**src/rtl/display_pkg.sv**
```systemverilog
// Shared constants, FSM state type and digit-to-anode mapping for the display scheduler.
package display_pkg;
   localparam int DATA_W     = 16;
   localparam int NIBBLE_W   = 4;
   localparam int NUM_DIGITS = 4;
   localparam int DIGIT_W    = $clog2(NUM_DIGITS);

   typedef enum logic {IDLE, HOLD} state_t;

   // Active-low one-hot enable for the digit at idx (0 = rightmost).
   function automatic logic [NUM_DIGITS-1:0] anode_sel(input logic [DIGIT_W-1:0] idx);
      return ~(NUM_DIGITS'(1) << idx);
   endfunction
endpackage

```
**src/rtl/rr_arbiter.sv**
```systemverilog
// Combinational round-robin pick: first set req bit after ptr, circularly; ptr itself is checked last.
// Zero latency, no backpressure; winner is one-hot or zero.
module rr_arbiter #(
   parameter int N  = 4,
   parameter int PW = $clog2(N)
) (
   input  logic [N-1:0]  req,
   input  logic [PW-1:0] ptr,
   output logic [N-1:0]  winner,
   output logic          any_req
);
   logic [PW-1:0] idx;

   always_comb begin
      winner = '0;
      idx    = '0;
      for (int k = 1; k <= N; k++) begin
         idx = PW'((int'(ptr) + k) % N);
         if (req[idx] && (winner == '0)) winner[idx] = 1'b1;
      end
      any_req = |req;
   end
endmodule

```
**src/rtl/display_scheduler.sv**
```systemverilog
// Round-robin share of the 4-digit display with minimum hold per grant; grant 1 cycle after req, value 1 more.
// Requesters are never stalled: a source simply waits for its grant; a dropped req releases the display at once.
module display_scheduler
   import display_pkg::*;
#(
   parameter int                NUM_SRC     = 4,
   parameter int                HOLD_CYCLES = 5_000_000,
   parameter int                SCAN_DIV    = 50_000,
   parameter logic [DATA_W-1:0] IDLE_VALUE  = 16'h0000
) (
   input  logic                      clk,
   input  logic                      rst_n,
   input  logic [NUM_SRC-1:0]        req,
   input  logic [DATA_W*NUM_SRC-1:0] src_data,
   output logic [NUM_SRC-1:0]        grant,
   output logic                      active,
   output logic [NUM_DIGITS-1:0]     annodes,
   output logic [NIBBLE_W-1:0]       nibble,
   output logic                      digit_tick
);
   localparam int PW = $clog2(NUM_SRC);
   localparam int HW = (HOLD_CYCLES > 1) ? $clog2(HOLD_CYCLES) : 1;
   localparam int SW = (SCAN_DIV > 1) ? $clog2(SCAN_DIV) : 1;

   state_t               state_q, state_d;
   logic [NUM_SRC-1:0]   grant_q, grant_d;
   logic [PW-1:0]        ptr_q, ptr_d;
   logic [HW-1:0]        hold_q, hold_d;
   logic [DATA_W-1:0]    shown_q, shown_d;
   logic [SW-1:0]        scan_q;
   logic [DIGIT_W-1:0]   digit_q, digit_nxt;
   logic [NUM_DIGITS-1:0] an_q;
   logic [NIBBLE_W-1:0]  nib_q;
   logic                 tick_q;

   logic [NUM_SRC-1:0]   winner;
   logic                 any_req;
   logic [PW-1:0]        win_idx;
   logic [DATA_W-1:0]    sel_data;

   rr_arbiter #(.N(NUM_SRC), .PW(PW)) u_arb (
      .req     (req),
      .ptr     (ptr_q),
      .winner  (winner),
      .any_req (any_req)
   );

   always_comb begin
      win_idx  = '0;
      sel_data = '0;
      for (int i = 0; i < NUM_SRC; i++) begin
         if (winner[i])  win_idx  = PW'(i);
         if (grant_q[i]) sel_data = sel_data | src_data[DATA_W*i +: DATA_W];
      end
      shown_d = (|grant_q) ? sel_data : IDLE_VALUE;
   end

   always_comb begin
      state_d = state_q;
      grant_d = grant_q;
      ptr_d   = ptr_q;
      hold_d  = hold_q;
      case (state_q)
         IDLE: begin
            grant_d = '0;
            hold_d  = '0;
            if (any_req) begin
               state_d = HOLD;
               grant_d = winner;
               ptr_d   = win_idx;
            end
         end
         HOLD: begin
            hold_d = hold_q + 1'b1;
            // A dropped request wins over hold expiry: release without waiting.
            if (!(|(req & grant_q))) begin
               hold_d = '0;
               if (any_req) begin
                  grant_d = winner;
                  ptr_d   = win_idx;
               end else begin
                  state_d = IDLE;
                  grant_d = '0;
               end
            end else if (hold_q == HW'(HOLD_CYCLES - 1)) begin
               // Winner equals the current source when nobody else asks, so the grant just renews.
               hold_d  = '0;
               grant_d = winner;
               ptr_d   = win_idx;
            end
         end
         default: state_d = IDLE;
      endcase
   end

   always_ff @(posedge clk or negedge rst_n) begin
      if (!rst_n) begin
         state_q <= IDLE;
         grant_q <= '0;
         ptr_q   <= PW'(NUM_SRC - 1);
         hold_q  <= '0;
         shown_q <= IDLE_VALUE;
      end else begin
         state_q <= state_d;
         grant_q <= grant_d;
         ptr_q   <= ptr_d;
         hold_q  <= hold_d;
         shown_q <= shown_d;
      end
   end

   assign digit_nxt = digit_q + 1'b1;

   always_ff @(posedge clk or negedge rst_n) begin
      if (!rst_n) begin
         scan_q  <= '0;
         digit_q <= DIGIT_W'(NUM_DIGITS - 1);
         an_q    <= '1;
         nib_q   <= '0;
         tick_q  <= 1'b0;
      end else if (scan_q == SW'(SCAN_DIV - 1)) begin
         scan_q  <= '0;
         digit_q <= digit_nxt;
         an_q    <= anode_sel(digit_nxt);
         nib_q   <= shown_q[{digit_nxt, 2'b00} +: NIBBLE_W];
         tick_q  <= 1'b1;
      end else begin
         scan_q  <= scan_q + 1'b1;
         tick_q  <= 1'b0;
      end
   end

   assign grant      = grant_q;
   assign active     = |grant_q;
   assign annodes    = an_q;
   assign nibble     = nib_q;
   assign digit_tick = tick_q;
endmodule

```
**config.mk**
```make
export PLATFORM = sky130hd
export DESIGN_NAME = display_scheduler
export DESIGN_NICKNAME = d
export VERILOG_FILES = /design/src/rtl/display_pkg.sv /design/src/rtl/rr_arbiter.sv /design/src/rtl/display_scheduler.sv
export SDC_FILE = /design/constraint.sdc
export NUM_CORES = 1
export LEC_CHECK = 0
export ABC_AREA = 1
export CORE_UTILIZATION = 48
export DETAILED_ROUTE_END_ITERATION = 7
export PLACE_DENSITY_LB_ADDON = 0.08
export SLEW_MARGIN = 20
export SYNTH_ARGS = -nofsm -noshare
export SYNTH_HDL_FRONTEND = slang
export SYNTH_HIERARCHICAL = 1
export SYNTH_SLANG_ARGS = --single-unit
```
**constraint.sdc**
```tcl
create_clock -name clk -period 2.65 [get_ports clk]
set_input_delay 0.795 -clock clk [delete_from_list [all_inputs] [get_ports clk]]
set_output_delay 0.795 -clock clk [all_outputs]
set_load 0.01 [all_outputs]
```
# Word-level counts from Yosys, hierarchy flattened
# Cells that the tools add are included.
# op_classes
addsub,7
n_mul,0
n_div,0
order_cmp,8
n_eq_ne,3
shift,2
mux,44
bitwise,9
reduce_logical,13
# ops
operator,count
$mux W16,6
$or A16 B16 Y16,3
$mux W23,2
$pmux W23 S2,1
$mux W4,7
$add A23 B1 Y23 const B,1
$eq A23 B23 Y1 const B,1
$add A16 B1 Y16 const B,1
$eq A16 B16 Y1 const B,1
$shiftx A16 B5 Y4,1
$logic_not A4 Y1,3
$lt A2 B3 Y1 const B,4
$mux W1,12
$or A4 B4 Y4,3
$reduce_or A4 Y1,3
$mux W2,5
$bmux W1 S2,4
$demux W1 S2,4
$ge A2 B1 Y1 const B,4
$pmux W4 S2,1
$logic_and A1 B1 Y1,7
$add A2 B1 Y2 const B,3
$add A2 B2 Y2 const B,2
$and A4 B4 Y4,1
other kinds (6),6
# totals
reg_bits,73
latch_bits,0
ram_bits,0
mem_bits_ro,0
output_inout_bits,14
memories,0

# Logic depth before layout (Yosys ltp)
# Gate-level depths: netlist of the first run.
# depth
depth_word,21
mapped_depth,26
ltp_nobuf,26

# Modules after synthesis
# Netlist of the first run, hierarchy kept.
# by_module_without_submodules
mod,n_inst,cells_per_inst,area_per_inst_um2,seq_area_each_um2
display_scheduler,1,519,3902.5,1836.8
rr_arbiter,1,86,514.2,0.0

# Worst setup path after synthesis of the first run
# OpenSTA, ideal clock, no wires.
# synth_timing
path_kind,flip-flop to flip-flop
startpoint,reg ptr_q[0]
endpoint,reg ptr_q[1]
setup_time_ns,0.076
arrival_time_ns,2.598
setup_slack_ns,-0.024
stages_incl_launch_ff,23
n_path_buf,0
period_less_slack_ns,2.674
path_cell_list,dfstp_2 > inv_2 > ha_1 > inv_1 > nand3_1 > nand2_4 > o31ai_4 > nand3_1 > nand2_2 > nor2_2 > nand3_1 > nand2_2 > nor2_4 > nand3_1 > nand2_1 > nor2_1 > o21ai_0 > nand2_1 > o21ai_0 > nand2_1 > nand2_1 > nand2_1 > nand2_1
# synth_via
elab_chain_len,20
# synth_lines
element,line_no,text
"start, declared",display_scheduler.sv:27,"logic [PW-1:0] ptr_q, ptr_d;"
"start signal, assigned",display_scheduler.sv:100,ptr_q <= PW'(NUM_SRC - 1);
"start signal, assigned",display_scheduler.sv:106,ptr_q <= ptr_d;
$add A2 B1 Y2,rr_arbiter.sv:18,idx = PW'((int'(ptr) + k) % N);
$lt A2 B3 Y1 (implied by the code) / $ge A2 B1 Y1 (equally long branches),rr_arbiter.sv:19,if (req[idx] && (winner == '0)) winner[idx] = 1'b1;
$logic_and A1 B1 Y1 (implied by the code),rr_arbiter.sv:19,
$mux W1 (implied by the code),rr_arbiter.sv:19,
$demux W1 S2,n/a,
$mux W4,rr_arbiter.sv:19,
$logic_not A4 Y1,rr_arbiter.sv:19,
$logic_and A1 B1 Y1,rr_arbiter.sv:19,
[4 not listed],n/a,
$logic_not A4 Y1,rr_arbiter.sv:19,
$logic_and A1 B1 Y1,rr_arbiter.sv:19,
$mux W4 (*),rr_arbiter.sv:19,
net winner[2],display_scheduler.sv:36,logic [NUM_SRC-1:0] winner;
$mux W2 (*) (2 in a row),display_scheduler.sv:52,if (winner[i]) win_idx = PW'(i);
"$mux W2, on equally long branches","display_scheduler.sv:67, display_scheduler.sv:78, display_scheduler.sv:85",
$mux W2,display_scheduler.sv:76,if (!(|(req & grant_q))) begin
$pmux W2 S2 (*),display_scheduler.sv:63,case (state_q)
# The timed path passes the listed nets; every way through them passes the cells marked *. The select of a mux whose other input is x is not followed.
# A chain may end at the register's enable or synchronous reset.

# Worst setup path after layout of the first run
# layout_timing
startpoint,reg ptr_q[0]
endpoint,reg ptr_q[1]
# layout_lines
element,line_no
$add A2 B1 Y2,rr_arbiter.sv:18
$lt A2 B3 Y1 (implied by the code) / $ge A2 B1 Y1 (equally long branches),rr_arbiter.sv:19
$logic_and A1 B1 Y1 (implied by the code),rr_arbiter.sv:19
$mux W1 (implied by the code),rr_arbiter.sv:19
$demux W1 S2,n/a
$mux W4,rr_arbiter.sv:19
$logic_not A4 Y1,rr_arbiter.sv:19
$logic_and A1 B1 Y1,rr_arbiter.sv:19
[4 not listed],n/a
$logic_not A4 Y1,rr_arbiter.sv:19
$logic_and A1 B1 Y1,rr_arbiter.sv:19
$mux W4 (*),rr_arbiter.sv:19
net winner[3],display_scheduler.sv:36
$mux W2 (*),display_scheduler.sv:52
"$mux W2, on equally long branches","display_scheduler.sv:67, display_scheduler.sv:78, display_scheduler.sv:85"
$mux W2,display_scheduler.sv:76
$pmux W2 S2 (*),display_scheduler.sv:63
# Marks and branches as above.

==> summary.txt, run 1 <==
status -> finished, violations left
violated checks -> DRC, setup timing
cell count after placement -> 800
Tmin final -> 2690 ps
endpoints failing setup -> 1
Min-Delay Path Class -> input pin to async pin
initial DRC count -> 212
Final Skew -> 12.9 ps
Pwr per Cell Area -> 831 nW/um^2
Tcrit/Tclk final -> 101%
Remaining Overflow, GRT -> 0
pin count of the biggest net entering global routing -> 41
DRC -> 2
total number of vias -> 4,076
Syn Inst Count -> 605
core box area -> 8810 um^2
Crit. End Element -> flop
Syn Nets -> 689
Pre-antenna DRT Iters -> 7
Avg Cell Area, Syn -> 7.30 um^2
setup tns final -> -36.7 ps
Pleak -> 0.00268 uW
worst hold margin -> 392 ps
RSZ-0062 raised after global routing -> yes
peak supply drop -> 0.797 mV
antenna diode count -> 0
row count -> 34
I/O Pins -> 84
CTS max path bufs -> 2
Layout area overhead -> 29.6%
Hold Buf Count CTS -> 0
layout cells sized above 1 -> 13.0%
CTS tree -> done
Root Driver -> clkbuf_8
Slew headroom -> 68.4%
Critical Path Source Type -> flop
clk slew on worst S/H paths -> 70 ps
Max Fclk -> 372 MHz
post-route ant nets -> 0
GR Util All Layers -> 23.2%
die area -> 9590 um^2
vias per std cell -> 4.98
required time worst endpoint -> 2940 ps
WS Path Type -> flop to flop
H-tree Lvls -> 3
max cap viols -> 0
DR WL/cell -> 13.1 um
clk_lat worst skew -> 350 ps
Routed WL -> 10.7 mm
Critical Path AT -> 2980 ps
Slew Viols, Final -> 0
Finished Core Util -> 65.0%
Yosys Warn Count -> 6
Final Hold Vio Count -> 0
count of unique library cells instantiated by Yosys -> 33
Slew @ Worst Pin -> 475 ps
pre-CTS setup slack -> -503 ps
Horiz. Die Dim -> 97.9 um
Sink Count -> 73
Final nets -> 790
vias in the first global route -> 3,927
initial core utilization -> 50.2%
crit-path max FO -> 5
gpl congestion -> 0.905
Die Y -> 97.9 um
IO buf count -> 83
initial antenna violation count -> 0
Syn Std Cell Area -> 4420 um^2
dpl hpwl -> 8.12 mm
first-pass GRT wire length -> 18.0 mm
Yosys reg bits -> 73
sequential area share after synthesis -> 41.6%
CTS Buf Count -> 9
setup ws final -> -36.7 ps
Non-Filler Instances -> 818
## flip-flops by register name, summed over array words and instances (netlist names)
name        count
shown_q        16
ptr_q           2
scan_q         16
hold_q         23
digit_q         2
grant           4
digit_tick      1
annodes         4
nibble          4
state_q         1
## repair_timing
| action | in CTS | in global routing |
|---|---|---|
| gates resized for setup | 11 | 8 |
| pin swaps | 3 | 10 |
| endpoints found under the setup margin | 2 | 2 |
| setup buffers | 0 | 3 |
## where the power goes
group	total (uW)	switching (uW)	internal [uW]	leakage [uW]
Combinational	2440	1430	1010	0.00164
Clock	933	408	525	0.000102
Sequential	1380	79.2	1300	0.000937
## metal layers
layer  vias to the layer above  GRT usage (%)  share of wire [%]
met5                         -              0                  0
met4                         0           7.93                1.8
met3                        15           4.22                2.8
met2                        61           39.1                 51
met1                      1895           30.1                 45
li1                       2105              -                  -
## final timing paths
kind	endpoint	start	cells after the start	slack, ps
max	ptr_q[1]$_DFFE_PN1P_	ptr_q[0]$_DFFE_PN1P_	22	-40
min	scan_q[11]$_DFF_PN0_	rst_n	1	390
max reg2reg	ptr_q[1]$_DFFE_PN1P_	ptr_q[0]$_DFFE_PN1P_	22	-40
min reg2reg	annodes[1]$_DFFE_PN1N_	annodes[1]$_DFFE_PN1N_	2	470
max in group asynchronous	ptr_q[1]$_DFFE_PN1P_	rst_n	2	1620
min in group clk	annodes[1]$_DFFE_PN1N_	annodes[1]$_DFFE_PN1N_	2	470
## through the flow
step / area [um^2] / total power, uW
after floorplan: 4430 / 2930
after global placement: 5440 / 3560
after detailed placement: 5440 / 3610
after CTS: 5670 / 4640
after global routing: 5730 / 5130
final: 5730 / 4760
## synthesized netlist by cell type
cell type  number  share of area [%]
nor2_1         76                6.5
nor3_2          1               0.23
clkbuf_1        4               0.34
nand2_2        13                1.8
clkinv_1        2               0.17
nand3_1        45                5.1
buf_2           3               0.34
nor4_1          1               0.14
a31oi_1         2               0.28
xnor2_1         5               0.99
nor3_1         12                1.4
buf_6           3               0.76
ha_1           14                4.0
xor2_1         13                2.6
nor3_4          1               0.37
dfrtp_1        65                 37
nand4_1        22                3.1
inv_1          60                5.1
o31ai_4         1               0.48
o21ai_1         7               0.79
dfstp_2         8                4.8
or4_1           1               0.17
nand2_1       197                 17
o22ai_1         4               0.57
nor2_2          8                1.1
o21ai_0        12                1.4
a21oi_1         6               0.68
nor2_4          3               0.76
nand3_2         4               0.91
nand2_4         2               0.51
and2_1          1               0.14
inv_2           6               0.51
buf_4           3               0.51
## critical path, cell delays in order, from the launching register on
cell	delay [ps]
dfstp_2	550
inv_2	70
ha_4	290
nand3_1	90
nand3_2	100
nand2_2	50
inv_2	80
nand3_1	90
nand2_2	130
nor2_1	60
nand3_1	110
nand3_2	100
nor2_4	130
nand3_1	100
nand2_2	90
nor2_1	50
o21ai_1	160
nand2_1	70
o21ai_0	80
nand2_1	60
nand2_1	50
nand2_1	40
nand2_1	50
## cells in the final DEF (no fill, tap or decap), types with 8 or more instances in the layout
cell type and n:
o21ai_1 9, buf_4 19, dfrtp_1 65, inv_1 59, nand3_1 39, nand2_1 195
nand4_1 22, xor2_1 13, nor2_1 76, clkdlybuf4s50_1 78, o21ai_0 10, clkbuf_8 9
nand3_2 9, nand2_2 15, dfstp_2 8, nor3_1 12, ha_1 13
## cell type report
cell class                 count  area [um^2]
inverter                      68          258
tap                          108          135
clock inverter                 5         81.3
sequential                    73         1840
clock buffer                  10          128
timing repair buffer         103          983
multi-input combinational    451         2300
fill                         784         3080
## cells by family after synthesis
logic type / share of synthesized area, %
fa+ha+maj: 3.97
simple gates: 39.0
flops: 41.6
buf+inv: 7.73
xor+xnor: 3.57
compound gates: 4.16
Note: power is estimated with default switching activity, not from simulation.
==> run 2, diff against run 1 <==
- CORE_UTILIZATION: 48 -> 40
==> summary.txt, run 2 (same netlist as run 1, synthesis figures left out) <==
Most flops, register -> hold_q (unchanged)
RR Startpoint -> ptr_q[0]$_DFFE_PN1P_ (unchanged)
Critical Path AT -> 2960 ps (was 2980 ps)
R2R Path End -> ptr_q[0]$_DFFE_PN1P_ (was ptr_q[1]$_DFFE_PN1P_)
Clock Power Share -> 20.4% (was 19.6%)
Slew @ Worst Pin -> 407 ps (was 475 ps)
Final Hold Vio Count -> 0 (unchanged)
CTS tree -> done (unchanged)
Critical Path Source Type -> input pin (was flop)
Tmin final -> 2680 ps (was 2690 ps)
H-tree Lvls -> 3 (unchanged)
Layout area overhead -> 33.7% (was 29.6%)
Tcrit/Tclk final -> 101% (about the same)
total number of vias -> 4,112 (was 4,076)
Remaining Overflow, GRT -> 0 (unchanged)
CP bufs+invs -> 6 (was 2)
max cap viols -> 0 (unchanged)
violated checks -> setup timing (was DRC, setup timing)
endpoints failing setup -> 2 (was 1)
Min-Delay Path Class -> input pin to async pin (unchanged)
Pleak -> 0.00273 uW (was 0.00268 uW)
peak supply drop -> 0.790 mV (was 0.797 mV)
Final Cell Area -> 5910 um^2 (was 5730 um^2)
number of flip-flops in the largest register -> 23 (unchanged)
dpl hpwl -> 7.88 mm (was 8.12 mm)
status -> finished, violations left (unchanged)
worst hold margin -> 441 ps (was 392 ps)
Worst path top cell family by delay -> simple AND/OR/NAND/NOR gates (unchanged)
antenna diode count -> 0 (unchanged)
Crit. End Element -> flop (unchanged)
cells on worst reg2reg path -> 22 (unchanged)
Routed WL -> 11.0 mm (was 10.7 mm)
Die Y -> 107 um (was 97.9 um)
crit path to -> ptr_q[0]$_DFFE_PN1P_ (was ptr_q[1]$_DFFE_PN1P_)
Horiz. Die Dim -> 107 um (was 97.9 um)
vias in the first global route -> 3,948 (was 3,927)
Net Sw Frac -> 40.1% (was 40.3%)
Pre-antenna DRT Iters -> 5 (was 7)
core box area -> 10,800 um^2 (was 8810 um^2)
clk_lat worst skew -> 350 ps (about the same)
DRC -> 0 (was 2)
most frequent CP cell -> nand2_1 (unchanged)
Final Skew -> 12.5 ps (was 12.9 ps)
RSZ-0062 raised after global routing -> yes (unchanged)
die area -> 11,500 um^2 (was 9590 um^2)
switching power of the nets -> 2090 uW (was 1920 uW)
top flop regs -> hold_q (23), scan_q (16), shown_q (16) (unchanged)
internal power -> 3120 uW (was 2840 uW)
pre-CTS setup slack -> -518 ps (was -503 ps)
row count -> 38 (was 34)
Comb pwr share -> 53.1% (was 51.3%)
most frequent cells in the layout -> nand2_1, clkdlybuf4s50_1, nor2_1, dfrtp_1, inv_1 (unchanged)
first-pass GRT wire length -> 17.9 mm (was 18.0 mm)
vias per std cell -> 4.80 (was 4.98)
Root Driver -> clkbuf_8 (unchanged)
Worst Setup SP -> req[0] (was ptr_q[0]$_DFFE_PN1P_)
Max Fclk -> 373 MHz (was 372 MHz)
gpl congestion -> 0.828 (was 0.905)
critical path's slowest cell -> dlygate4sd2_1 (was dfstp_2)
CTS Buf Count -> 9 (unchanged)
initial core utilization -> 40.9% (was 50.2%)
commonest non-fill, non-tap cell in the layout -> nand2_1 (unchanged)
Slew Viols, Final -> 0 (unchanged)
WS Path Type -> input pin to flop (was flop to flop)
IO buf count -> 83 (unchanged)
CP peak stage delay -> 250 ps (was 550 ps)
internal reg-to-reg setup slack -> -10 ps (was -40 ps)
WP depth -> 26 (was 22)
required time worst endpoint -> 2930 ps (was 2940 ps)
post-route ant nets -> 0 (unchanged)
DR WL/cell -> 12.9 um (was 13.1 um)
layout cells sized above 1 -> 15.6% (was 13.0%)
crit-path max FO -> 4 (was 5)
setup ws final -> -32.3 ps (was -36.7 ps)
DP Area -> 5490 um^2 (was 5440 um^2)
initial DRC count -> 201 (was 212)
CTS max path bufs -> 2 (unchanged)
initial antenna violation count -> 0 (unchanged)
I/O Pins -> 84 (unchanged)
Sink Count -> 73 (unchanged)
Flop pwr share -> 26.5% (was 29.1%)
Final nets -> 796 (was 790)
Hold Buf Count CTS -> 0 (unchanged)
clk slew on worst S/H paths -> 80 ps (was 70 ps)
Pwr per Cell Area -> 882 nW/um^2 (was 831 nW/um^2)
GR Util All Layers -> 19.7% (was 23.2%)
pin count of the biggest net entering global routing -> 74 (was 41)
Slew headroom -> 72.8% (was 68.4%)
-- run 2: changes by cell type in the layout (fill, tap and decap cells not counted), moves of 2 or more --
cell / before / now
ha_2: 0 / 2
buf_4: 19 / 24
nand2_4: 2 / 4
nand3_1: 39 / 35
nand2_1: 195 / 193
inv_1: 59 / 56
nand3_2: 9 / 12
inv_4: 1 / 3
ha_1: 13 / 11
-- run 2: worst min path at each step --
stage / endpoint / depth (start not counted)
2_1_floorplan: scan_q[0]$_DFF_PN0_ / 1
5_1_grt: scan_q[14]$_DFF_PN0_ / 2
3_3_place_gp: nibble[0]$_DFFE_PN0N_ / 2
6_report: scan_q[14]$_DFF_PN0_ / 2
3_5_place_dp: nibble[3]$_DFFE_PN0N_ / 2
4_1_cts: scan_q[14]$_DFF_PN0_ / 2
-- run 2: cell type report --
class / instances / area [um^2]
multi-input cells: 451 / 2360
well taps: 140 / 175
clock inverters: 6 / 115
inverters: 68 / 263
clock buffers: 10 / 128
fillers: 1040 / 4890
flip-flops and latches: 73 / 1840
repair buffers: 109 / 1030
-- run 2: layer usage --
| metal | share of wire, % | vias to the layer above | global-route usage (%) |
|---|---|---|---|
| met5 | 0 | - | 0 |
| met4 | 1.1 | 0 | 4.79 |
| met3 | 3.6 | 13 | 4.50 |
| met2 | 51 | 73 | 34.4 |
| met1 | 45 | 1898 | 24.5 |
| li1 | - | 2128 | - |
-- run 2: stage by stage --
step,setup TNS (ps),util (%),power [uW],instances
final,-37.3,54.7,5210,857
after global routing,-445,54.7,5610,857
after CTS,0,53.6,4880,852
after detailed placement,-1680,50.9,3630,833
after global placement,-1250,50.9,3580,833
after floorplan,0,-,2930,605
-- run 2: what timing repair did --
item / in CTS / in global routing
endpoints found under the setup margin: 2 / 2
pin swaps: 10 / 16
gates resized for setup: 17 / 21
buffers inserted: 3 / 5
-- run 2: worst register-to-register path, delay by kind of cell, from the launching register on --
| family | cells | cell delay (ps) |
|---|---|---|
| simple gates | 17 | 1260 |
| flops | 1 | 570 |
| compound gates | 1 | 350 |
| fa+ha+maj | 1 | 290 |
| buf+inv | 3 | 160 |
-- run 2: power by group through the flow --
stage               logic, uW  clock network, uW  registers, uW
floorplan                1520                  0           1410
global placement         2180                  0           1400
detailed placement       2230                  0           1390
CTS                      2410               1090           1380
global route             3060               1150           1400
finish                   2760               1060           1380
==> run 3, diff against run 2 <==
- SYNTH_HIERARCHICAL: 1 -> default
- clock period: 2.65 -> 2.6 ns (I/O delays scaled with it)
==> summary.txt, run 3 <==
Syn Nets -> 616 (was 689)
Final Power -> 4470 uW (was 5210 uW)
layout cells sized above 1 -> 13.5% (was 15.6%)
clk slew on worst S/H paths -> 70 ps (was 80 ps)
Routed WL -> 9.95 mm (was 11.0 mm)
vias in the first global route -> 3,469 (was 3,948)
Pleak -> 0.00241 uW (was 0.00273 uW)
total number of vias -> 3,774 (was 4,112)
crit-path max FO -> 8 (was 4)
number of flip-flops in the largest register -> 23 (unchanged)
IO buf count -> 83 (unchanged)
cells on worst reg2reg path -> 15 (was 22)
Layout area overhead -> 31.6% (was 33.7%)
sequential area share after synthesis -> 44.7% (was 41.6%)
row count -> 36 (was 38)
post-route ant nets -> 0 (unchanged)
peak supply drop -> 0.759 mV (was 0.790 mV)
Min-Delay Path Class -> input pin to async pin (unchanged)
Pwr per Cell Area -> 828 nW/um^2 (was 882 nW/um^2)
CTS tree -> done (unchanged)
Final Skew -> 3.85 ps (was 12.5 ps)
EDFF count, synth -> 0 (unchanged)
multi-input logic area -> 1960 um^2 (was 2360 um^2)
CTS Buf Count -> 9 (unchanged)
Die Y -> 103 um (was 107 um)
initial antenna violation count -> 0 (unchanged)
required time worst endpoint -> 2820 ps (was 2930 ps)
CTS max path bufs -> 2 (unchanged)
Syn Inst Count -> 532 (was 605)
Root Driver -> clkbuf_8 (unchanged)
Crit. End Element -> flop (unchanged)
Remaining Overflow, GRT -> 0 (unchanged)
Slew Viols, Final -> 0 (unchanged)
Yosys Warn Count -> 0 (was 6)
count of unique library cells instantiated by Yosys -> 35 (was 33)
I/O Pins -> 84 (unchanged)
area leader, netlist -> dfrtp_1 (unchanged)
initial DRC count -> 152 (was 201)
Tcrit/Tclk final -> 92.3%
GR Util All Layers -> 19.4% (was 19.7%)
Yosys top cell area share -> 39.6% (was 36.8%)
Final nets -> 715 (was 796)
Top FF cell, synth -> dfrtp_1 (unchanged)
endpoints failing setup -> 0 (was 2)
Fillers -> 919 (was 1,040)
commonest non-fill, non-tap cell in the layout -> nand2_1 (unchanged)
Final Cell Area -> 5410 um^2 (was 5910 um^2)
setup tns final -> 0 ps (was -37.3 ps)
H-tree Lvls -> 3 (unchanged)
status -> complete, no violations (was finished, violations left)
Critical Path Source Type -> flop (was input pin)
Pre-antenna DRT Iters -> 4 (was 5)
Syn Std Cell Area -> 4110 um^2 (was 4420 um^2)
post-synthesis async set-or-reset flop share -> 100% (unchanged)
Most flops, register -> hold_q (unchanged)
dpl hpwl -> 7.46 mm (was 7.88 mm)
Synth top cells by count -> nand2_1, inv_1, dfrtp_1, nor2_1 (was nand2_1, nor2_1, dfrtp_1, inv_1, nand3_1)
Max Fclk -> 417 MHz
DP Area -> 5200 um^2 (was 5490 um^2)
die area -> 10,700 um^2 (was 11,500 um^2)
clk_lat worst skew -> 340 ps (was 350 ps)
DR WL/cell -> 12.9 um (about the same)
R2R Path End -> grant[0]$_DFFE_PN0P_ (was ptr_q[0]$_DFFE_PN1P_)
Horiz. Die Dim -> 103 um (was 107 um)
RR Startpoint -> ptr_q[0]$_DFFE_PN1P_ (unchanged)
RSZ-0062 raised after global routing -> no (was yes)
Synth area leaders -> dfrtp_1, nand2_1, inv_1 (was dfrtp_1, nand2_1, nor2_1)
Slew @ Worst Pin -> 392 ps (was 407 ps)
internal reg-to-reg setup slack -> 200 ps (was -10 ps)
Critical Path AT -> 2620 ps (was 2960 ps)
Slew headroom -> 73.6% (was 72.8%)
Avg Cell Area, Syn -> 7.72 um^2 (was 7.30 um^2)
gpl congestion -> 0.840 (was 0.828)
antenna diode count -> 0 (unchanged)
most frequent cells in the layout -> nand2_1, clkdlybuf4s50_1, inv_1, dfrtp_1, nor2_1 (was nand2_1, clkdlybuf4s50_1, nor2_1, dfrtp_1, inv_1)
Sink Count -> 73 (unchanged)
core box area -> 9860 um^2 (was 10,800 um^2)
Final Hold Vio Count -> 0 (unchanged)
FF+latch area -> 1840 um^2 (unchanged)
DRC -> 0 (unchanged)
first-pass GRT wire length -> 16.1 mm (was 17.9 mm)
pin count of the biggest net entering global routing -> 74 (unchanged)
top flop regs -> hold_q (23), scan_q (16), shown_q (16) (unchanged)
most common cell in the synthesized netlist -> nand2_1 (unchanged)
WS Path Type -> flop to flop (was input pin to flop)
initial core utilization -> 41.6% (was 40.9%)
Tmin final -> 2400 ps
max cap viols -> 0 (unchanged)
Yosys reg bits -> 73 (unchanged)
vias per std cell -> 4.91 (was 4.80)
-- run 3: cell types whose count changed in the layout (fill, tap and decap cells not counted), moves of 6 or more --
cell,change
nor4_1,+7
xor2_1,-8
buf_4,-6
nand2_1,-58
a21oi_1,+13
nor2_1,-17
inv_1,+10
o21ai_1,-7
o21ai_0,+12
nand3_1,-16
-- run 3: report_power, final --
part | internal (uW) | switching [uW] | leakage, uW
Sequential | 1340 | 97.5 | 0.000937
Combinational | 877 | 1290 | 0.00137
Clock | 462 | 408 | 0.000102
Total | 2680 | 1800 | 0.00241
-- run 3: worst max-delay path, stage by stage, from the launching register on --
cell and delay (ps):
dfstp_2 560, inv_2 90, ha_1 370, inv_2 110, nand3_2 90, nand2_4 100
o31ai_4 90, nand3_1 100, nand2_2 80, nor2_4 130, nand3_1 80, nand2_1 100
inv_1 60, a31o_1 220, nand2_1 50, o21ai_1 50
-- run 3: cell type report --
cell class / count / share of cell area, %
clock inverter: 6 / 1.06
timing repair buffer: 102 / 18.1
sequential: 73 / 34.0
inverter: 71 / 4.93
tap: 133 / 3.08
clock buffer: 10 / 2.55
multi-input combinational: 374 / 36.3
-- run 3: per-layer routing --
metal  vias to the layer above  part of all wire [%]  global-route usage [%]
met5                         -                     0                       0
met2                        68                    52                    33.4
met3                         6                   3.1                    4.17
met4                         0                  0.42                    3.58
li1                       1919                     -                       -
met1                      1781                    44                    25.5
-- run 3: kinds of logic after synthesis --
group,after synthesis,synth area share [%]
AOI/OAI and AO/OA,58,8.56
buffers and inverters,85,7.77
adders and majority gates,14,4.26
DFF,73,44.7
xor gates and xnor gates,5,1.07
and+or+nand+nor,297,33.6
-- run 3: worst max-delay path by stage --
stage / start / end / slack, ps / depth (start not counted)
CTS: ptr_q[0]$_DFFE_PN1P_ / grant[0]$_DFFE_PN0P_ / 140 / 15
floorplan: ptr_q[0]$_DFFE_PN1P_ / grant[0]$_DFFE_PN0P_ / 250 / 15
global route: ptr_q[0]$_DFFE_PN1P_ / grant[2]$_DFFE_PN0P_ / 0.8 / 16
finish: ptr_q[0]$_DFFE_PN1P_ / grant[0]$_DFFE_PN0P_ / 200 / 15
global placement: req[0] / grant[0]$_DFFE_PN0P_ / -80 / 15
detailed placement: req[0] / grant[3]$_DFFE_PN0P_ / -180 / 18
-- run 3: timing repair --
action,CTS,global route
hold endpoints to repair,0,0
setup endpoints to repair,0,4
hold buffers,0,0
gates resized for setup,0,3
setup buffers,0,0
-- run 3: metrics by stage --
step           setup slack (ps)  hold WS [ps]  cells  utilization, %
6_report                    200           461    769            54.8
5_1_grt                   0.780           487    769            54.8
4_1_cts                     135           473    769            54.7
3_5_place_dp               -181           463    753            52.7
3_3_place_gp              -82.1           455    753            52.7
2_1_floorplan               249           433    532               -
